[src/rtl/uart_tx_fifo.sv]
// rtl/uart_tx_fifo.sv - UART transmitter with a small input FIFO, paced by an external baud_tick
module uart_tx_fifo #(
    parameter int DATA_BITS  = 8,
    parameter int FIFO_DEPTH = 4,
    parameter int PARITY_EN  = 0,
    parameter int PARITY_ODD = 0,
    parameter int STOP_BITS  = 1
) (
    input  logic                                 clk,
    input  logic                                 rst_n,
    input  logic                                 baud_tick,
    input  logic [DATA_BITS-1:0]                 tx_data,
    input  logic                                 tx_valid,
    output logic                                 tx_ready,
    output logic                                 tx,
    output logic                                 busy,
    output logic                                 tx_done,
    output logic [$clog2(FIFO_DEPTH+1)-1:0]      fifo_count
);

    localparam int CW = $clog2(FIFO_DEPTH + 1);
    localparam int PW = $clog2(FIFO_DEPTH);
    localparam int IW = $clog2(DATA_BITS);
    localparam logic [CW-1:0] DEPTH_C   = CW'(FIFO_DEPTH);
    localparam logic [IW-1:0] LAST_IDX  = IW'(DATA_BITS - 1);
    localparam logic          STOP_LAST = 1'(STOP_BITS - 1);

    typedef enum logic [2:0] {
        S_IDLE,
        S_START,
        S_DATA,
        S_PARITY,
        S_STOP
    } state_t;

    logic [DATA_BITS-1:0] r_mem [FIFO_DEPTH];
    logic [PW-1:0]        r_wr_ptr;
    logic [PW-1:0]        r_rd_ptr;
    logic [CW-1:0]        r_count;
    state_t               r_state;
    logic [DATA_BITS-1:0] r_shift;
    logic                 r_par;
    logic [IW-1:0]        r_bit_idx;
    logic                 r_stop_cnt;
    logic                 r_tx;
    logic                 r_done;

    logic                 w_push;
    logic                 w_pop;
    logic                 w_empty;
    logic [DATA_BITS-1:0] w_rd_data;
    logic                 w_par;
    state_t               w_state_nx;
    logic [DATA_BITS-1:0] w_shift_nx;
    logic                 w_par_nx;
    logic [IW-1:0]        w_bit_idx_nx;
    logic                 w_stop_cnt_nx;
    logic                 w_tx_nx;
    logic                 w_done_nx;

    // Ready and empty both come from the registered count, so a full FIFO
    // refuses a push even when a pop happens in the same cycle.
    assign tx_ready   = (r_count < DEPTH_C);
    assign w_empty    = (r_count == '0);
    assign w_push     = tx_valid && tx_ready;
    assign w_rd_data  = r_mem[r_rd_ptr];
    assign w_par      = (PARITY_ODD != 0) ? ~^w_rd_data : ^w_rd_data;
    assign tx         = r_tx;
    assign busy       = (r_state != S_IDLE);
    assign tx_done    = r_done;
    assign fifo_count = r_count;

    always_ff @(posedge clk) begin
        if (w_push) begin
            r_mem[r_wr_ptr] <= tx_data;
        end
    end

    always_ff @(posedge clk or negedge rst_n) begin
        if (!rst_n) begin
            r_wr_ptr <= '0;
            r_rd_ptr <= '0;
            r_count  <= '0;
        end else begin
            if (w_push) begin
                r_wr_ptr <= r_wr_ptr + PW'(1);
            end
            if (w_pop) begin
                r_rd_ptr <= r_rd_ptr + PW'(1);
            end
            case ({w_push, w_pop})
                2'b10:   r_count <= r_count + CW'(1);
                2'b01:   r_count <= r_count - CW'(1);
                default: r_count <= r_count;
            endcase
        end
    end

    always_ff @(posedge clk or negedge rst_n) begin
        if (!rst_n) begin
            r_state    <= S_IDLE;
            r_shift    <= '0;
            r_par      <= 1'b0;
            r_bit_idx  <= '0;
            r_stop_cnt <= 1'b0;
            r_tx       <= 1'b1;
            r_done     <= 1'b0;
        end else begin
            r_state    <= w_state_nx;
            r_shift    <= w_shift_nx;
            r_par      <= w_par_nx;
            r_bit_idx  <= w_bit_idx_nx;
            r_stop_cnt <= w_stop_cnt_nx;
            r_tx       <= w_tx_nx;
            r_done     <= w_done_nx;
        end
    end

    // The shift register holds the not-yet-sent bits; its LSB is always the next data bit.
    always_comb begin
        w_state_nx    = r_state;
        w_shift_nx    = r_shift;
        w_par_nx      = r_par;
        w_bit_idx_nx  = r_bit_idx;
        w_stop_cnt_nx = r_stop_cnt;
        w_tx_nx       = r_tx;
        w_done_nx     = 1'b0;
        w_pop         = 1'b0;
        case (r_state)
            S_IDLE: begin
                w_tx_nx = 1'b1;
                if (baud_tick && !w_empty) begin
                    w_pop      = 1'b1;
                    w_shift_nx = w_rd_data;
                    w_par_nx   = w_par;
                    w_tx_nx    = 1'b0;
                    w_state_nx = S_START;
                end
            end
            S_START: begin
                if (baud_tick) begin
                    w_tx_nx      = r_shift[0];
                    w_shift_nx   = r_shift >> 1;
                    w_bit_idx_nx = '0;
                    w_state_nx   = S_DATA;
                end
            end
            S_DATA: begin
                if (baud_tick) begin
                    if (r_bit_idx != LAST_IDX) begin
                        w_bit_idx_nx = r_bit_idx + IW'(1);
                        w_tx_nx      = r_shift[0];
                        w_shift_nx   = r_shift >> 1;
                    end else begin
                        w_stop_cnt_nx = 1'b0;
                        if (PARITY_EN != 0) begin
                            w_tx_nx    = r_par;
                            w_state_nx = S_PARITY;
                        end else begin
                            w_tx_nx    = 1'b1;
                            w_state_nx = S_STOP;
                        end
                    end
                end
            end
            S_PARITY: begin
                if (baud_tick) begin
                    w_tx_nx       = 1'b1;
                    w_stop_cnt_nx = 1'b0;
                    w_state_nx    = S_STOP;
                end
            end
            S_STOP: begin
                if (baud_tick) begin
                    if (r_stop_cnt != STOP_LAST) begin
                        w_stop_cnt_nx = r_stop_cnt + 1'b1;
                    end else begin
                        w_done_nx = 1'b1;
                        if (!w_empty) begin
                            w_pop      = 1'b1;
                            w_shift_nx = w_rd_data;
                            w_par_nx   = w_par;
                            w_tx_nx    = 1'b0;
                            w_state_nx = S_START;
                        end else begin
                            w_tx_nx    = 1'b1;
                            w_state_nx = S_IDLE;
                        end
                    end
                end
            end
            default: begin
                w_tx_nx    = 1'b1;
                w_state_nx = S_IDLE;
            end
        endcase
    end

endmodule
[config.mk]
export PLATFORM = sky130hd
export DESIGN_NAME = uart_tx_fifo
export DESIGN_NICKNAME = d
export VERILOG_FILES = /design/src/rtl/uart_tx_fifo.sv
export SDC_FILE = /design/constraint.sdc
export NUM_CORES = 1
export LEC_CHECK = 0
export CAP_MARGIN = 40
export CORE_MARGIN = 10
export CORE_UTILIZATION = 55
export CTS_CLUSTER_SIZE = 30
export DETAILED_ROUTE_END_ITERATION = 12
export PLACE_DENSITY_LB_ADDON = 0.12
export SLEW_MARGIN = 20
export SYNTH_ARGS = -nofsm -noshare
export SYNTH_HDL_FRONTEND = slang
export SYNTH_SLANG_ARGS = --single-unit
export TNS_END_PERCENT = 20
[constraint.sdc]
create_clock -name clk -period 2.6 [get_ports clk]
set_input_delay 0.52 -clock clk [delete_from_list [all_inputs] [get_ports clk]]
set_output_delay 0.52 -clock clk [all_outputs]
set_load 0.01 [all_outputs]
Yosys cells after proc, flatten, opt, wreduce, memory -nomap -nowiden
Memory sizes are Yosys's and may differ from the RTL's.
Cells that the tools add are included.
{"block": "op_classes", "order_cmp": 1, "eq_ne": 16, "add_sub_neg": 6, "mux": 47, "n_reduce_logical": 15}
{"operator": "8-bit 2-to-1 mux", "count": 7}
{"operator": "8-bit one-hot mux with 4 select lines", "count": 1}
{"operator": "3-bit 2-to-1 mux", "count": 10}
{"operator": "1-bit 2-to-1 mux", "count": 23}
{"operator": "2-bit != test (second input constant)", "count": 9}
{"operator": "3-bit one-hot mux with 5 select lines", "count": 1}
{"operator": "3-bit one-hot mux with 2 select lines", "count": 2}
{"operator": "5-bit AND reduction", "count": 2}
{"operator": "8-bit AND reduction", "count": 1}
{"operator": "7-bit AND reduction", "count": 1}
{"operator": "3-bit by 1-bit adder with 3-bit output (second input constant)", "count": 2}
{"operator": "3-bit by 2-bit == test with 1-bit output (second input constant)", "count": 2}
{"operator": "3-bit logical NOT", "count": 2}
{"operator": "3-bit nonzero test", "count": 2}
{"operator": "1-bit one-hot mux with 5 select lines", "count": 1}
{"operator": "2-bit by 1-bit adder with 2-bit output (second input constant)", "count": 2}
{"operator": "4-bit AND reduction", "count": 1}
{"operator": "2-bit nonzero test", "count": 2}
{"operator": "4-bit nonzero test", "count": 1}
{"operator": "3-bit by 1-bit == test with 1-bit output (second input constant)", "count": 1}
{"operator": "3-bit == test (second input constant)", "count": 1}
{"operator": "3-bit less-than comparator (second input constant)", "count": 1}
{"operator": "3-bit != test (second input constant)", "count": 1}
{"operator": "1-bit one-hot mux with 3 select lines", "count": 1}
{"operator": "7 further kinds", "count": 8}
{"block": "totals", "word_cells": 95, "ram_bits": 32, "ff_bits": 24, "memories": 1, "out_inout_bits": 7}
{"name": "r_mem", "words": 4, "width": 8, "rd": 1, "rd_clocked_by_memory_dff": 0, "wr": 1, "line_no": "36", "text": "logic [DATA_BITS-1:0] r_mem [FIFO_DEPTH];"}

Longest topological paths before layout
{"block": "logic_depth", "ltp_word": 7, "mapped_depth": 9, "depth_no_buf": 8}

Worst setup path before layout
Ideal clock, no wire load.
{"block": "synth_timing", "kind": "register to register", "startpoint": "reg r_state[0]", "endpoint": "reg r_count[2], in the netlist fifo_count[2]", "required_time_ns": 2.520, "synth_period_minus_slack_ns": 1.965, "t_arrival_ns": 1.885, "path_stages_with_launch": 10, "path_slack_ns": 0.635, "setup_ns": 0.080, "path_cell_list": "dfrtp_1 -> buf_4 -> nor2_1 -> o311a_1 -> ha_1 -> inv_1 -> fa_1 -> xor2_1 -> nor2_1 -> xnor2_1"}
{"block": "synth_via", "elab_chain_cells": 4, "word_cells_on_any_way": 7, "cone_classes": "eq/ne (3); mux (2); reduce/logical (2)"}
{"item": "start: declaration", "line_no": "40", "text": "state_t r_state;"}
{"item": "start signal: assignment", "line_no": "109", "text": "r_state <= w_state_nx;"}
{"item": "3-bit == test / 3-bit logical NOT (equally long branches)", "line_no": "129", "text": "case (r_state)"}
{"item": "1-bit one-hot mux with 2 select lines (*)", "line_no": "129"}
{"item": "via w_pop", "line_no": "49", "text": "logic w_pop;"}
{"item": "2-bit by 1-bit == test with 1-bit output / 2-bit == test (equally long branches)", "line_no": "91", "text": "case ({w_push, w_pop})"}
{"item": "3-bit one-hot mux with 2 select lines / 2-bit nonzero test (equally long branches)"}
{"item": "end signal: assignment", "line_no": "92", "text": "2'b10: r_count <= r_count + CW'(1);"}
{"item": "end signal: assignment", "line_no": "93", "text": "2'b01: r_count <= r_count - CW'(1);"}
{"item": "end signal: assignment", "line_no": "94", "text": "default: r_count <= r_count;"}
{"item": "end: declaration", "line_no": "39", "text": "logic [CW-1:0] r_count;"}
Mark *: on every way through the listed nets, which the timed path passes. The rest lies on a longest branch.
A chain may end at the register's enable or synchronous reset.

Final worst setup path
{"block": "layout_timing", "startpoint": "reg r_state[1]", "endpoint": "out busy"}
{"block": "layout_via", "elab_chain_cells": 1}
{"item": "3-bit nonzero test", "line_no": "69", "text": "assign busy = (r_state != S_IDLE);"}
{"item": "end: declaration", "line_no": "16", "text": "output logic busy,"}
Every way passes these cells.

==> results.yml <==
outcome:
  status: "finished, final reports clean"
synthesis:
  synthFlopType: "edfxtp_1"
  synthTopCellsByArea: "edfxtp_1, dfrtp_1, mux2_2, mux4_2, ha_1"
  async_flop_share_pct: 41.8
  netlist_instances: 152
  synth-seq-area-share_pct: 62.6
  syn-num-nets: 172
  avgSynthCellArea_um2: 16.2
  ys_warn_count: 0
  synth_cell_types: 33
  synth_enable_flop_cells: 32
  synth-seq-cells: 55
  syn_area_um2: 2450
  synth_top_area_share_pct: 39.1
  yosysTopAreaCell: "edfxtp_1"
sta:
  timing.final.crit_period_ns: 2.35
  fin_worst_skew_ns: 0.00845
  fmax_mhz: 426
  slew-limit-headroom_pct: 60.8
  finalMaxSlewViolations: 0
  post-route-period-util_pct: 90.2
  rsz0062_at_grt: "false"
  setup_viol: 0
  hold_viol: 0
  setup_tns_ns: 0
  max_slew.worst_pin.slew_ns: 0.589
grt:
  grt_max_degree: 24
  grt_usage_pct: 11.9
  grt_pass1_vias: 1400
  grt_first_pass_wirelength_mm: 6.97
  grt_overflow: 0
  grt_antenna_before_repair: 0
critical_path:
  cpLargestDelayFamily: "simple AND/OR/NAND/NOR gates"
  worstPathMaxFanout: 9
  path_cells: "or3_2 -> clkdlybuf4s50_1"
  slowest_stage: "or3_2"
  path_class: "flip-flop to output port"
  required_ns: 2.08
  r2r_cells: 8
  worstPathArrival_ns: 1.83
  worstReg2RegEnd: "fifo_count[2]"
  worst-path-buf-inv: 1
  start_kind: "flip-flop"
  r2r_slack_ns: 0.48
  endpoint_kind: "output port"
  r2r_start: "r_state[0]"
  critPathMaxStageDelay_ns: 0.52
power_and_ir_drop:
  leakagePower_nw: 1.06
  total_power_w: 0.00302
  p_per_area_nw_per_um2: 1100
  ir_worst_vdd_mv: 0.633
clock_tree:
  path_clk_slew_ns: 0.10
  cts_root_buffer: "clkbuf_8"
  cts_post_setup_buffers_inserted: 0
  cts_buffers: 5
  cts_max_level: 2
  cts_sinks: 55
  cts_resized: 0
  tritoncts: "done"
  clk_latency_ns: 0.30
  hold_buffers: 0
  clock_path_buffers: 2
place:
  dp_hpwl_mm: 2.97
  numPortBuffers: 18
  gp_congestion: 0.804
finish:
  utilization_pct: 63.5
  most-common-layout-cells: "edfxtp_1, dfrtp_1, clkdlybuf4s50_1"
  n_antenna_cell: 0
  nNetsFinal: 193
  fillers: 320
  area_growth_pct: 11.9
  final_common_cell: "edfxtp_1"
  drive_above_1_share_pct: 24.1
die:
  core_area_um2: 4320
  die_w_um: 86.8
  die-area_um2: 7540
  start_util_pct: 56.8
  num_rows: 24
  ios: 19
  die_h_um: 86.8
min_path:
  min_to: "r_shift[6]"
  min_path_cells: 1
  hp-class: "flip-flop to flip-flop"
  worstHoldStart: "r_shift[6]"
job:
  drv_cap: 0
detailed_routing:
  via_count: 1231
  wire_per_inst_um: 17.8
  drc_errors: 0
  postRouteAntennaNets: 0
  wl_mm: 4.03
  drtPass1Iterations: 2
  drt-initial-drc-count: 47
  viasPerCell: 5.45
## worst reg2reg max path, stage by stage, from the launching register on
cell and delay, ns:
dfrtp_1 0.52, nor2_1 0.22, o311a_1 0.27, ha_1 0.21, inv_1 0.06, fa_1 0.38, xor2_1 0.15, nor2_1 0.11
xnor2_1 0.12
## layer usage
layer | vias to the layer above | routed length, µm | GRT usage, %
met5 | - | 0 | 0
met4 | 0 | 45 | 4.86
met3 | 4 | 115 | 3.28
met2 | 11 | 2000 | 18.3
met1 | 614 | 1870 | 15.6
li1 | 602 | - | -
## stage by stage
stage / instances / cell area [µm²] / setup slack [ns] / hold WS (ns)
global placement: 218 / 2660 / 0.275 / 0.485
finish: 226 / 2750 / 0.255 / 0.519
floorplan: 152 / 2450 / 0.635 / 0.224
global route: 226 / 2750 / 0.177 / 0.542
CTS: 226 / 2750 / 0.243 / 0.519
detailed placement: 218 / 2660 / 0.226 / 0.495
## cell families after synthesis
group,share of synthesized area (%)
adders and majority gates,4.38
DFF,62.6
muxes,15.1
AOI/OAI and AO/OA,5.66
and+or+nand+nor,6.22
buffers and inverters,3.52
xor gates and xnor gates,2.50
## sequential cells by signal, indices dropped and copies added, names as in the netlist
register	count
r_wr_ptr	2
r_shift	8
r_rd_ptr	2
fifo_count	3
r_state	3
r_mem	32
tx	1
r_bit_idx	3
tx_done	1
## where the power goes
group | switching [W] | total, W | leakage [nW] | internal [W]
combinational | 0.000481 | 0.00116 | 0.442 | 0.000682
clock | 0.000257 | 0.000446 | 0.0412 | 0.000189
sequential | 0.000240 | 0.00142 | 0.572 | 0.00118
total | 0.000978 | 0.00302 | 1.06 | 0.00205
## synthesized netlist by cell type, drive strengths merged, types with 3 or more instances
library cell and instances:
inv 7, nor2b 3, buf 5, mux2 16, nand2 5, dfrtp 22, edfxtp 32, xnor2 5
nor2 7, ha 7, and2 5, a21oi 4, mux4 8, a22o 5
## final cells by class
cell class / count / area (µm²) / area share [%]
Clock buffer: 6 / 72.6 / 2.64
Clock inverter: 2 / 12.5 / 0.455
Inverter: 7 / 26.3 / 0.956
Multi-Input combinational cell: 83 / 831 / 30.2
Sequential cell: 55 / 1540 / 56.0
Tap cell: 52 / 65.1 / 2.37
Timing Repair Buffer: 21 / 203 / 7.38
## how the worst max path moves through the flow
stage	cells after the start	slack [ns]	end	start
after floorplan	9	0.64	fifo_count[2]	r_state[0]
after global placement	8	0.27	fifo_count[2]	baud_tick
after detailed placement	8	0.23	fifo_count[2]	baud_tick
after CTS	2	0.24	busy	r_state[0]
after global routing	2	0.18	busy	r_state[1]
final	2	0.25	busy	r_state[1]
Power figures use the tool's default switching activity.
